File: src/rtl/out_port_ctrl_if.sv
// Bus-side and device-side signal bundle for out_port_ctrl.
// OUT_PORT_PARITY_EN adds the out_parity signal.
interface out_port_ctrl_if #(
    parameter int DATA_W = 32,
    parameter int DEPTH  = 4
);
    localparam int CNT_W = $clog2(DEPTH) + 1;

    logic [DATA_W-1:0] BusMuxOut;
    logic              OutPortin;
    logic [DATA_W-1:0] OutPort_D;
    logic [DATA_W-1:0] out_data;
    logic              out_valid;
    logic              out_ready;
    logic              full;
    logic [CNT_W-1:0]  count;
    logic              overflow;
    logic              ovf_clr;
`ifdef OUT_PORT_PARITY_EN
    logic              out_parity;

    modport master (
        output BusMuxOut, OutPortin, out_ready, ovf_clr,
        input  OutPort_D, out_data, out_valid, full, count, overflow, out_parity
    );
    modport slave (
        input  BusMuxOut, OutPortin, out_ready, ovf_clr,
        output OutPort_D, out_data, out_valid, full, count, overflow, out_parity
    );
`else
    modport master (
        output BusMuxOut, OutPortin, out_ready, ovf_clr,
        input  OutPort_D, out_data, out_valid, full, count, overflow
    );
    modport slave (
        input  BusMuxOut, OutPortin, out_ready, ovf_clr,
        output OutPort_D, out_data, out_valid, full, count, overflow
    );
`endif
endinterface

File: src/rtl/out_port_ctrl.sv
// Output-port controller: OutPort register, DEPTH-entry FIFO and a valid/ready output stage.
// Optional feature macro: OUT_PORT_PARITY_EN (adds registered even parity of out_data).
module out_port_ctrl #(
    parameter int DATA_W = 32,
    parameter int DEPTH  = 4
) (
    input logic            clk,
    input logic            reset,
    out_port_ctrl_if.slave bus
);
    localparam int PTR_W = $clog2(DEPTH);
    localparam int CNT_W = PTR_W + 1;

    typedef enum logic {
        IDLE = 1'b0,
        SEND = 1'b1
    } state_t;

    function automatic logic even_parity(input logic [DATA_W-1:0] d);
        return ^d;
    endfunction

    state_t            state_r, state_nxt_s;
    logic [DATA_W-1:0] mem_r [DEPTH];
    logic [PTR_W-1:0]  wr_ptr_r, rd_ptr_r;
    logic [CNT_W-1:0]  count_r, count_nxt_s;
    logic              full_r, overflow_r, out_valid_r;
    logic [DATA_W-1:0] out_data_r, outport_r;
    logic              push_s, drop_s, pop_s;

    assign push_s = bus.OutPortin & ~full_r;
    assign drop_s = bus.OutPortin &  full_r;

    // Output-stage next state and pop decision; pop only sees words already in the FIFO.
    always_comb begin
        state_nxt_s = state_r;
        pop_s       = 1'b0;
        case (state_r)
            IDLE: begin
                if (count_r != {CNT_W{1'b0}}) begin
                    pop_s       = 1'b1;
                    state_nxt_s = SEND;
                end else begin
                    state_nxt_s = IDLE;
                end
            end
            SEND: begin
                if (bus.out_ready) begin
                    if (count_r != {CNT_W{1'b0}}) begin
                        pop_s       = 1'b1;
                        state_nxt_s = SEND;
                    end else begin
                        state_nxt_s = IDLE;
                    end
                end else begin
                    state_nxt_s = SEND;
                end
            end
            default: begin
                state_nxt_s = IDLE;
                pop_s       = 1'b0;
            end
        endcase
    end

    // Occupancy after this edge; simultaneous push and pop leave it unchanged.
    always_comb begin
        count_nxt_s = count_r;
        case ({push_s, pop_s})
            2'b10:   count_nxt_s = count_r + CNT_W'(1);
            2'b01:   count_nxt_s = count_r - CNT_W'(1);
            default: count_nxt_s = count_r;
        endcase
    end

    // FSM state register.
    always_ff @(posedge clk or negedge reset) begin
        if (!reset) begin
            state_r <= IDLE;
        end else begin
            state_r <= state_nxt_s;
        end
    end

    // FIFO storage, pointers, occupancy flags and the architectural OutPort register.
    always_ff @(posedge clk or negedge reset) begin
        if (!reset) begin
            for (int i = 0; i < DEPTH; i++) mem_r[i] <= {DATA_W{1'b0}};
            wr_ptr_r   <= {PTR_W{1'b0}};
            rd_ptr_r   <= {PTR_W{1'b0}};
            count_r    <= {CNT_W{1'b0}};
            full_r     <= 1'b0;
            overflow_r <= 1'b0;
            outport_r  <= {DATA_W{1'b0}};
        end else begin
            if (push_s) begin
                mem_r[wr_ptr_r] <= bus.BusMuxOut;
                wr_ptr_r        <= wr_ptr_r + PTR_W'(1);
                outport_r       <= bus.BusMuxOut;
            end
            if (pop_s) begin
                rd_ptr_r <= rd_ptr_r + PTR_W'(1);
            end
            count_r <= count_nxt_s;
            full_r  <= (count_nxt_s == CNT_W'(DEPTH));
            // A drop on the same edge as ovf_clr keeps the flag set.
            if (drop_s) begin
                overflow_r <= 1'b1;
            end else if (bus.ovf_clr) begin
                overflow_r <= 1'b0;
            end
        end
    end

    // Output stage register: out_data holds its last word when the stage empties.
    always_ff @(posedge clk or negedge reset) begin
        if (!reset) begin
            out_valid_r <= 1'b0;
            out_data_r  <= {DATA_W{1'b0}};
        end else begin
            out_valid_r <= (state_nxt_s == SEND);
            if (pop_s) begin
                out_data_r <= mem_r[rd_ptr_r];
            end
        end
    end

`ifdef OUT_PORT_PARITY_EN
    logic out_parity_r;

    // Parity is registered with the same pop that loads out_data.
    always_ff @(posedge clk or negedge reset) begin
        if (!reset) begin
            out_parity_r <= 1'b0;
        end else if (pop_s) begin
            out_parity_r <= even_parity(mem_r[rd_ptr_r]);
        end
    end

    assign bus.out_parity = out_parity_r;
`endif

    assign bus.OutPort_D = outport_r;
    assign bus.out_data  = out_data_r;
    assign bus.out_valid = out_valid_r;
    assign bus.full      = full_r;
    assign bus.count     = count_r;
    assign bus.overflow  = overflow_r;
endmodule
File: src/flat_wrapper.sv
// flat-port wrapper written by rule: the top's interface ports become plain ports
module out_port_ctrl_flat 
#(
    parameter int DATA_W = 32,
    parameter int DEPTH  = 4
)
  (clk, reset, bus_BusMuxOut, bus_OutPortin, bus_out_ready, bus_ovf_clr, bus_OutPort_D, bus_out_data, bus_out_valid, bus_full, bus_count, bus_overflow);
  out_port_ctrl_if #(.DATA_W(DATA_W), .DEPTH(DEPTH)) bus_i ();
  input logic clk;
  input logic reset;
  input wire logic [$bits(bus_i.BusMuxOut)-1:0] bus_BusMuxOut;
  input wire logic [$bits(bus_i.OutPortin)-1:0] bus_OutPortin;
  input wire logic [$bits(bus_i.out_ready)-1:0] bus_out_ready;
  input wire logic [$bits(bus_i.ovf_clr)-1:0] bus_ovf_clr;
  output wire logic [$bits(bus_i.OutPort_D)-1:0] bus_OutPort_D;
  output wire logic [$bits(bus_i.out_data)-1:0] bus_out_data;
  output wire logic [$bits(bus_i.out_valid)-1:0] bus_out_valid;
  output wire logic [$bits(bus_i.full)-1:0] bus_full;
  output wire logic [$bits(bus_i.count)-1:0] bus_count;
  output wire logic [$bits(bus_i.overflow)-1:0] bus_overflow;
  assign bus_i.BusMuxOut = bus_BusMuxOut;
  assign bus_i.OutPortin = bus_OutPortin;
  assign bus_i.out_ready = bus_out_ready;
  assign bus_i.ovf_clr = bus_ovf_clr;
  assign bus_OutPort_D = bus_i.OutPort_D;
  assign bus_out_data = bus_i.out_data;
  assign bus_out_valid = bus_i.out_valid;
  assign bus_full = bus_i.full;
  assign bus_count = bus_i.count;
  assign bus_overflow = bus_i.overflow;
  out_port_ctrl #(.DATA_W(DATA_W), .DEPTH(DEPTH)) u_core (.clk(clk), .reset(reset), .bus(bus_i));
endmodule
File: config.mk
export PLATFORM = sky130hd
export DESIGN_NAME = out_port_ctrl_flat
export DESIGN_NICKNAME = d
export VERILOG_FILES = /design/src/rtl/out_port_ctrl_if.sv /design/src/rtl/out_port_ctrl.sv /design/src/flat_wrapper.sv
export SDC_FILE = /design/constraint.sdc
export NUM_CORES = 1
export LEC_CHECK = 0
export ABC_AREA = 1
export CORE_AREA = 2 2 178 180
export DETAILED_ROUTE_END_ITERATION = 10
export DIE_AREA = 0 0 180 182
export GPL_ROUTABILITY_DRIVEN = 0
export PLACE_DENSITY = 0.57
export SYNTH_ARGS = -nofsm -noshare
export SYNTH_HDL_FRONTEND = slang
export SYNTH_SLANG_ARGS = --single-unit
File: constraint.sdc
create_clock -name clk -period 2.5 [get_ports clk]
set_input_delay 0.5 -clock clk [delete_from_list [all_inputs] [get_ports clk]]
set_output_delay 0.5 -clock clk [all_outputs]
set_load 0.01 [all_outputs]
==> impl_metrics.ini, run 1 <==
[pwr]
power.density_mw_per_mm2 = 1260
vdd.ir_drop.worst_mv = 0.586
p_leak_nw = 5.15

[clocking]
holdBufCountCts = 1
cts_tree = yes
cts-resized-gates = 0
cts.sinks = 202
cts-root-buf = clkbuf_16
clk_path_buf_depth = 3
cts_made_buffers = 24
post-cts-setup-buffers = 0
clk_latency_ns = 0.51
clk_pin_slew_ns = 0.06
h-tree-depth = 1

[timing]
drv_slew = 0
tightest_slew_ns = 0.681
skew_ns = 0.00866
finalSetupViolCount = 0
period_share_pct = 82.7
finalCriticalPeriod_ns = 2.07
grt_setup_unrepaired = no
relSlewSlack_pct = 54.6
max_freq_mhz = 483
final_hold_viol_count = 0
tns_ns = 0

[setup_path]
worst-setup-path-type = flip-flop to primary output
cp_max_fo = 3
path_delay_family = buffers and inverters
crit_path_end_kind = primary output
crit_slowest_cell = clkdlybuf4s50_1
critical_path.max_stage_delay_ns = 0.58
crit_chain = clkdlybuf4s50_1
cp_num_buf_inv = 1
cp_data_required_time_ns = 2.00
cp-start-kind = flip-flop
worstPathArrival_ns = 1.57

[detailed_routing]
wl_per_cell_um = 14.7
drt-initial-drc-count = 496
antenna_left = 0
drc = 0
via_per_inst = 4.46
drt-pass1-iter-count = 5
drt_wl_total_um = 21900
dr_total_vias = 6674

[placement]
place_area_mm2 = 0.00998
place_hpwl_um = 13200
placement.io_buffers = 106
place_inst = 1452

[cells_and_area]
final_cells = 1495
antenna_cells = 0
final_area_mm2 = 0.0108
utilization_pct = 34.7
drive_above_1_share_pct = 6.22
area_delta_synth_final_pct = 26.2
nets = 1120

[synth]
synth.area.top_cells = dfrtp_1 59%, nand2_1 17%, o21ai_0 9.9%, o21ai_1 3.5%, inv_1 1.9%
synth_top_area_cell = dfrtp_1
synth.distinct_cells = 23
avgSynthCellArea_um2 = 8.66
synth_seq_cells = 202
ys_seq_area_share_pct = 59.3
synth_nets = 1027
synthCells = 984
syn_area_mm2 = 0.00852
netlist.area_leader.share_pct = 59.3
yosysWarnings = 0

[floorplanning]
row_count = 65
die_y_um = 182
start_util_pct = 27.5
fp.dieW_um = 180
core-area_mm2 = 0.0310
io_pins = 107
dieArea_mm2 = 0.0328

[global_route]
grt_pass1_vias = 6617
overflow = 0
grtUsageTotal_pct = 13.7
antenna_found_initial = 0
grt_max_degree = 65
grt_pass1_wl_um = 36500

[run_status]
outcome = finished clean

[flow_run]
drv_cap = 0

[hold_path]
min_path_type = flip-flop to flip-flop
-- state kept, by name, summed over array words and instances, names as in the netlist --
signal and cells:
u_core.mem_r 128, u_core.bus.OutPort_D 32, u_core.bus.out_data 32, u_core.bus.count 3, u_core.rd_ptr_r 2, u_core.wr_ptr_r 2, u_core.bus.full 1, u_core.bus.overflow 1
u_core.state_r 1
-- layer usage --
layer  track usage [%]  wire (um)  vias to the layer above
met3              2.21        810                       20
met2              22.3      10100                      135
met5                 0          0                        -
li1                  -          -                     3311
met1              19.3      10800                     3208
met4              2.86        263                        0
-- synth_stat cells --
cell type and count:
xnor2_1 1, nor2_8 1, clkbuf_1 20, xor2_1 2, o21ai_2 1, nand2_1 395
ha_1 5, nand3_1 3, a21oi_1 1, buf_2 25, o21bai_1 1, nand4_1 1
nand2_4 4, buf_1 2, o21ai_1 60, inv_1 43, fa_1 1, buf_6 9
dfrtp_1 202, nor2_1 32, buf_4 2, o21ai_0 168, inv_2 5
-- stage by stage --
step | power [W] | hold WS (ns) | setup slack, ns
floorplan | 0.00844 | 0.204 | 0.383
global placement | 0.0102 | 0.461 | 0.161
detailed placement | 0.0104 | 0.464 | 0.177
CTS | 0.0138 | 0.480 | 0.389
global route | 0.0148 | 0.498 | 0.366
finish | 0.0136 | 0.476 | 0.432
-- path summary, 6_finish.rpt --
kind                       cells past startpoint                                 from  slack, ns                                   to
hold / removal                                 2  u_core.bus.out_data[26]$_DFFE_PN0N_       0.48  u_core.bus.out_data[26]$_DFFE_PN0N_
min in group asynchronous                      2                                reset       0.54  u_core.bus.OutPort_D[8]$_DFFE_PN0P_
hold reg to reg                                2  u_core.bus.out_data[26]$_DFFE_PN0N_       0.48  u_core.bus.out_data[26]$_DFFE_PN0N_
setup reg to reg                              11        u_core.bus.count[1]$_DFF_PN0_       0.62            u_core.bus.full$_DFF_PN0_
max in group asynchronous                      3                                reset       1.33  u_core.bus.out_data[18]$_DFFE_PN0N_
setup / recovery                               1            u_core.bus.full$_DFF_PN0_       0.43                             bus_full
-- power by group --
group | internal, W | switching, W | leakage (nW)
combinational | 0.00196 | 0.00289 | 2.26
clock | 0.00202 | 0.00133 | 0.372
sequential | 0.00462 | 0.000745 | 2.52
-- worst min-delay path: cells and delay by family (launching register included) --
| kind | cells | cell delay, ns |
|---|---|---|
| DFF | 1 | 0.34 |
| and+or+nand+nor | 2 | 0.10 |
-- layout by cell type, fill, tap and decap left out, types with 2 or more instances in the layout --
master / instances
buf_12: 6
inv_2: 6
clkbuf_8: 3
xor2_1: 2
o21ai_0: 168
nand3_1: 3
nand2_4: 4
inv_1: 42
clkbuf_16: 25
clkdlybuf4s50_1: 105
clkbuf_1: 7
o21ai_1: 60
dfrtp_2: 2
nor2_1: 32
clkinv_2: 4
nand2_1: 395
dfrtp_1: 200
ha_1: 5
buf_4: 12
-- cells by family (layout without fill, tap and decap cells) --
| family | count (synthesis) | count (layout) | share of synthesized area, % |
|---|---|---|---|
| flops | 202 | 202 | 59.3 |
| xor+xnor | 3 | 3 | 0.308 |
| simple gates | 436 | 436 | 19.8 |
| compound gates | 231 | 231 | 13.6 |
| buf+inv | 106 | 215 | 5.92 |
| fa+ha+maj | 6 | 6 | 0.969 |
-- area by class of cell --
cell class | count | area [um^2]
Tap cell | 402 | 503
Clock inverter | 7 | 66.3
Sequential cell | 202 | 5060
Clock buffer | 35 | 693
Fill cell | 3211 | 20200
Multi-Input combinational cell | 676 | 2970
Timing Repair Buffer | 125 | 1290
Inverter | 48 | 180
Note: power is estimated with default switching activity, not from simulation.
==> run 2, diff against run 1 <==
--- a/config.mk
+++ b/config.mk
@@ -10,7 +10,7 @@
 export DETAILED_ROUTE_END_ITERATION = 10
 export DIE_AREA = 0 0 180 182
 export GPL_ROUTABILITY_DRIVEN = 0
-export PLACE_DENSITY = 0.57
+export PLACE_DENSITY = 0.58
 export SYNTH_ARGS = -nofsm -noshare
 export SYNTH_HDL_FRONTEND = slang
 export SYNTH_SLANG_ARGS = --single-unit
==> constraint.sdc (replaced) <==
create_clock -name clk -period 1.9 [get_ports clk]
set_input_delay 0.38 -clock clk [delete_from_list [all_inputs] [get_ports clk]]
set_output_delay 0.38 -clock clk [all_outputs]
set_load 0.01 [all_outputs]
==> run 2 against run 1 <==
Against the previous run: hold slack got worse by 0.10 ns; highest routed layer unchanged; routed wire length fell by 2.7%; global-route usage fell by 0.26 points; first-iteration DRC count fell by 8.7%; largest cell class unchanged; via count rose by 0.60%; flip-flop and latch count did not move; core utilization rose by 0.58 points; sequential share of layout area fell by 0.76 points; clock skew fell by 0.0017 ns; cell count rose by 0.67%; critical endpoint is now bus_count[0]; final area rose by 1.7%; setup slack got worse by 0.36 ns.
==> impl_metrics.ini, run 2 (same netlist as run 1, synthesis figures left out) <==
[floorplanning]
io_pins = 107
die_y_um = 182
fp.dieW_um = 180
start_util_pct = 27.5
dieArea_mm2 = 0.0328
core-area_mm2 = 0.0310
row_count = 65

[clocking]
cts.sinks = 202
clk_latency_ns = 0.50
cts-root-buf = clkbuf_16
clk_path_buf_depth = 3
cts_tree = yes
h-tree-depth = 1
cts_made_buffers = 24
clk_pin_slew_ns = 0.05

[detailed_routing]
drc = 0
drt_wl_total_um = 21400
dr_total_vias = 6714
antenna_left = 0
drt-initial-drc-count = 453
wl_per_cell_um = 14.2
drt-pass1-iter-count = 5
via_per_inst = 4.46

[cells_and_area]
nets = 1130
area_delta_synth_final_pct = 28.3
layout_common_cells = 395 x nand2_1, 199 x dfrtp_1, 167 x o21ai_0
final_area_mm2 = 0.0109
antenna_cells = 0
layout_commonest_cell = nand2_1
drive_above_1_share_pct = 7.71
fillers = 3175
largest_reg_flops = 128
top_register = u_core.mem_r

[pwr]
swShare_pct = 35.9
p_sw_w = 0.00650
power_frac_comb_pct = 36.4
power.density_mw_per_mm2 = 1660
internal_power_w = 0.0116
power_frac_clock_pct = 24.9
vdd.ir_drop.worst_mv = 0.773
sequentialPowerShare_pct = 38.8
p_leak_nw = 5.26

[timing]
relSlewSlack_pct = 54.1
final_hold_viol_count = 0
finalSetupViolCount = 0
period_share_pct = 96.4
drv_slew = 0
hold_slack_ns = 0.372
finalCriticalPeriod_ns = 1.83
max_freq_mhz = 546
grt_setup_unrepaired = yes
worst_slack_ns = 0.0682
skew_ns = 0.00698
tightest_slew_ns = 0.689

[hold_path]
min_path_type = input port to async pin

[placement]
place_hpwl_um = 13500
place_area_mm2 = 0.0101
pre_cts_slack_ns = -0.399
placement.io_buffers = 106

[global_route]
grt_pass1_vias = 6680
antenna_found_initial = 0
overflow = 0
grt_pass1_wl_um = 36100
grtUsageTotal_pct = 13.4
grt_max_degree = 65

[setup_path]
reg2reg_from = u_core.bus.count[0]$_DFF_PN0_
critical_path.max_stage_delay_ns = 0.55
worstPathArrival_ns = 1.45
crit_path_end_kind = primary output
cp-start-kind = flip-flop
cp_data_required_time_ns = 1.52
critPathLaunch = u_core.bus.count[0]$_DFF_PN0_
crit_slowest_cell = clkdlybuf4s50_1
worst-setup-path-type = flip-flop to primary output
crit_chain = clkdlybuf4s50_1
cp_max_fo = 3
cp_num_buf_inv = 1
path_delay_family = buffers and inverters

[flow_run]
drv_cap = 0

[run_status]
outcome = finished clean
[run 2: changes by cell type in the layout (fill, tap and decap cells not counted), moves of 2 or more]
cell             change
buf_12               +5
buf_4                +5
clkinv_2             +3
clkbuf_1             -2
clkdlybuf4s50_1      -2
inv_1                -2
inv_2                +2
[run 2: final cells by class]
cell class	instances	area, um^2	area share (%)
inverters	48	180	1.65
clock buffers	33	686	6.27
multi-input cells	676	2990	27.3
repair buffers	135	1430	13.0
well taps	402	503	4.60
clock inverters	9	95.1	0.870
flip-flops and latches	202	5060	46.3
[run 2: final timing paths]
| check | endpoint | slack [ns] | cells after the start |
|---|---|---|---|
| worst max-delay path | bus_count[0] | 0.07 | 1 |
| worst min-delay path | u_core.mem_r[100]$_DFFE_PN0P_ | 0.37 | 2 |
| worst max register to register | u_core.bus.full$_DFF_PN0_ | 0.12 | 11 |
| worst min register to register | u_core.mem_r[99]$_DFFE_PN0P_ | 0.48 | 2 |
| max in group asynchronous | u_core.bus.out_data[25]$_DFFE_PN0N_ | 0.82 | 3 |
| min in group clk | u_core.bus.overflow$_DFFE_PN0P_ | 0.44 | 2 |
[run 2: repair_timing]
item | 4_1_cts | 5_1_grt
hold buffers | 1 | 0
setup buffers | 0 | 1
endpoints found under the hold margin | 43 | 0
setup endpoints to repair | 1 | 2
gates resized for setup | 1 | 2
[run 2: per-stage QoR]
stage | utilization [%] | power, W | setup TNS (ns) | std cells
2_1_floorplan | - | 0.0112 | -0.00690 | 984
3_3_place_gp | 32.7 | 0.0136 | -10.02 | 1461
3_5_place_dp | 32.7 | 0.0137 | -13.27 | 1461
4_1_cts | 35.3 | 0.0184 | 0 | 1504
5_1_grt | 35.3 | 0.0197 | -0.00772 | 1505
6_report | 35.3 | 0.0181 | 0 | 1505
[run 2: metal layers]
metal,part of all wire (%),vias to the layer above,global-route usage (%)
met5,0,-,0
met4,1.8,0,3.45
met2,47,129,22.3
met3,4.7,23,2.53
li1,-,3340,-
met1,47,3222,18.1
[run 2: power by group through the flow]
stage	logic [W]	clock network (W)	registers (W)
floorplan	0.00407	0	0.00708
global placement	0.00659	0	0.00703
detailed placement	0.00668	0	0.00707
CTS	0.00671	0.00465	0.00702
global route	0.00762	0.00485	0.00726
finish	0.00659	0.00450	0.00702
==> run 3, diff against run 2 <==
--- a/config.mk
+++ b/config.mk
@@ -6,11 +6,12 @@
 export NUM_CORES = 1
 export LEC_CHECK = 0
 export ABC_AREA = 1
-export CORE_AREA = 2 2 178 180
+export CORE_AREA = 2 2 151 153
 export DETAILED_ROUTE_END_ITERATION = 10
-export DIE_AREA = 0 0 180 182
+export DIE_AREA = 0 0 153 155
 export GPL_ROUTABILITY_DRIVEN = 0
-export PLACE_DENSITY = 0.58
+export PLACE_DENSITY = 0.72
+export RECOVER_POWER = 100
 export SYNTH_ARGS = -nofsm -noshare
 export SYNTH_HDL_FRONTEND = slang
 export SYNTH_SLANG_ARGS = --single-unit
==> run 3 against run 2 <==
Against the previous run: maximum frequency shrank 1.4%; combinational power shrank 3.0%; non-clock buffer count is the same; final area shrank 3.4%; sequential share of layout area grew 1.7 points; critical endpoint is now bus_OutPort_D[25].
==> impl_metrics.ini, run 3 (same netlist as run 1, synthesis figures left out) <==
[placement]
place_area_mm2 = 0.0100
place_hpwl_um = 12600
placement.io_buffers = 106

[pwr]
power_w = 0.0175
sequentialPowerShare_pct = 40.3
internal_power_w = 0.0111
vdd.ir_drop.worst_mv = 0.888
p_sw_w = 0.00639
power.density_mw_per_mm2 = 1660
power_frac_clock_pct = 23.2
power_frac_comb_pct = 36.5
swShare_pct = 36.5
p_leak_nw = 5.14

[global_route]
antenna_found_initial = 0
grt_pass1_wl_um = 34000
overflow = 0
grt_max_degree = 66
grtUsageTotal_pct = 17.3
grt_pass1_vias = 6489

[cells_and_area]
antenna_cells = 0
largest_reg_flops = 128
top_register = u_core.mem_r
layout_common_cells = 398 x nand2_1, 199 x dfrtp_1, 196 x o21ai_0
final_area_mm2 = 0.0106
layout_commonest_cell = nand2_1
nets = 1128
area_delta_synth_final_pct = 23.9
drive_above_1_share_pct = 7.10

[detailed_routing]
wl_per_cell_um = 14.7
via_per_inst = 4.89
drt-initial-drc-count = 485
dr_total_vias = 6763
antenna_left = 0
drt_wl_total_um = 20300
drc = 0
drt-pass1-iter-count = 5

[floorplanning]
die_y_um = 155
dieArea_mm2 = 0.0237
fp.dieW_um = 153
core-area_mm2 = 0.0222
io_pins = 107
start_util_pct = 38.3
row_count = 55

[flow_run]
drv_cap = 0

[setup_path]
crit_path_end_kind = primary output
cp-start-kind = flip-flop
r2r_setup_slack_ns = 0.12
cp.depth = 1
crit_slowest_cell = dlygate4sd3_1
path_delay_family = buffers and inverters
cp_data_required_time_ns = 1.52
worst-setup-path-type = flip-flop to primary output
cp_num_buf_inv = 1
critical_path.max_stage_delay_ns = 0.61
rr_worst_depth = 11
worstPathArrival_ns = 1.48
cp_max_fo = 2
crit_chain = dlygate4sd3_1

[clocking]
clk_latency_ns = 0.49
cts_tree = yes
cts-root-buf = clkbuf_16
cts_made_buffers = 22
clk_pin_slew_ns = 0.05
cts.sinks = 202
h-tree-depth = 1
clk_path_buf_depth = 3

[timing]
tightest_slew_ns = 0.797
grt_setup_unrepaired = no
drv_slew = 0
period_share_pct = 97.8
relSlewSlack_pct = 46.9
finalSetupViolCount = 0
max_freq_mhz = 538
finalCriticalPeriod_ns = 1.86
final_hold_viol_count = 0
skew_ns = 0.00948

[hold_path]
min_path_type = input port to flip-flop
min_path_cells = 2

[run_status]
outcome = finished clean
## run 3: cell types whose count changed in the layout (fill, tap and decap cells not counted), sizes merged
cell	delta
clkdlybuf4s50	-16
clkbuf	+11
dlygate4sd3	+16
clkdlybuf4s25	+1
clkinvlp	+1
buf	-8
clkinv	-6
dlymetal6s2s	-1
bufinv	-2
## run 3: final timing paths
| path | startpoint | endpoint |
|---|---|---|
| worst max-delay path | u_core.bus.OutPort_D[25]$_DFFE_PN0P_ | bus_OutPort_D[25] |
| worst min-delay path | bus_ovf_clr | u_core.bus.overflow$_DFFE_PN0P_ |
| worst max register to register | u_core.bus.count[0]$_DFF_PN0_ | u_core.bus.full$_DFF_PN0_ |
| worst min register to register | u_core.bus.out_data[11]$_DFFE_PN0N_ | u_core.bus.out_data[11]$_DFFE_PN0N_ |
| max in group asynchronous | reset | u_core.bus.out_data[6]$_DFFE_PN0N_ |
| min in group asynchronous | reset | u_core.bus.overflow$_DFFE_PN0P_ |
## run 3: repair_timing
action / CTS / global route
gates resized for setup: 1 / 6
setup endpoints to repair: 1 / 1
hold buffers: 1 / 0
endpoints found under the hold margin: 27 / 0
pin swaps: 0 / 1
setup buffers: 0 / 3
## run 3: area by class of cell
| class | count | area, um^2 |
|---|---|---|
| Fill cell | 2102 | 11700 |
| Sequential cell | 202 | 5060 |
| Multi-Input combinational cell | 676 | 2980 |
| Timing Repair Buffer | 135 | 1290 |
| Clock buffer | 36 | 684 |
| Tap cell | 285 | 357 |
| Inverter | 48 | 180 |
| Clock inverter | 2 | 12.5 |
## run 3: metrics by stage
step | setup TNS (ns) | util (%) | instances | setup WS [ns] | hold WS, ns
floorplan | -0.00690 | - | 984 | -0.00690 | 0.0844
global placement | -3.88 | 45.0 | 1342 | -0.334 | 0.304
detailed placement | -4.57 | 45.0 | 1342 | -0.348 | 0.303
CTS | 0 | 48.2 | 1381 | 0.0523 | 0.342
global route | 0 | 47.5 | 1384 | 0.00848 | 0.470
finish | 0 | 47.5 | 1384 | 0.0419 | 0.469
## run 3: power groups by stage
stage / clock network, W / logic (W) / registers [W]
finish: 0.00406 / 0.00639 / 0.00705
global route: 0.00435 / 0.00733 / 0.00729
CTS: 0.00416 / 0.00669 / 0.00704
detailed placement: 0 / 0.00665 / 0.00709
global placement: 0 / 0.00648 / 0.00705
floorplan: 0 / 0.00407 / 0.00708
## run 3: per-layer routing
layer / vias up / part of all wire (%) / wire (um) / track usage, %
li1: 3328 / - / - / -
met1: 3251 / 45 / 9250 / 23.8
met5: - / 0 / 0 / 0
met3: 24 / 5.0 / 1020 / 2.87
met4: 0 / 1.6 / 316 / 4.06
met2: 160 / 48 / 9770 / 28.9
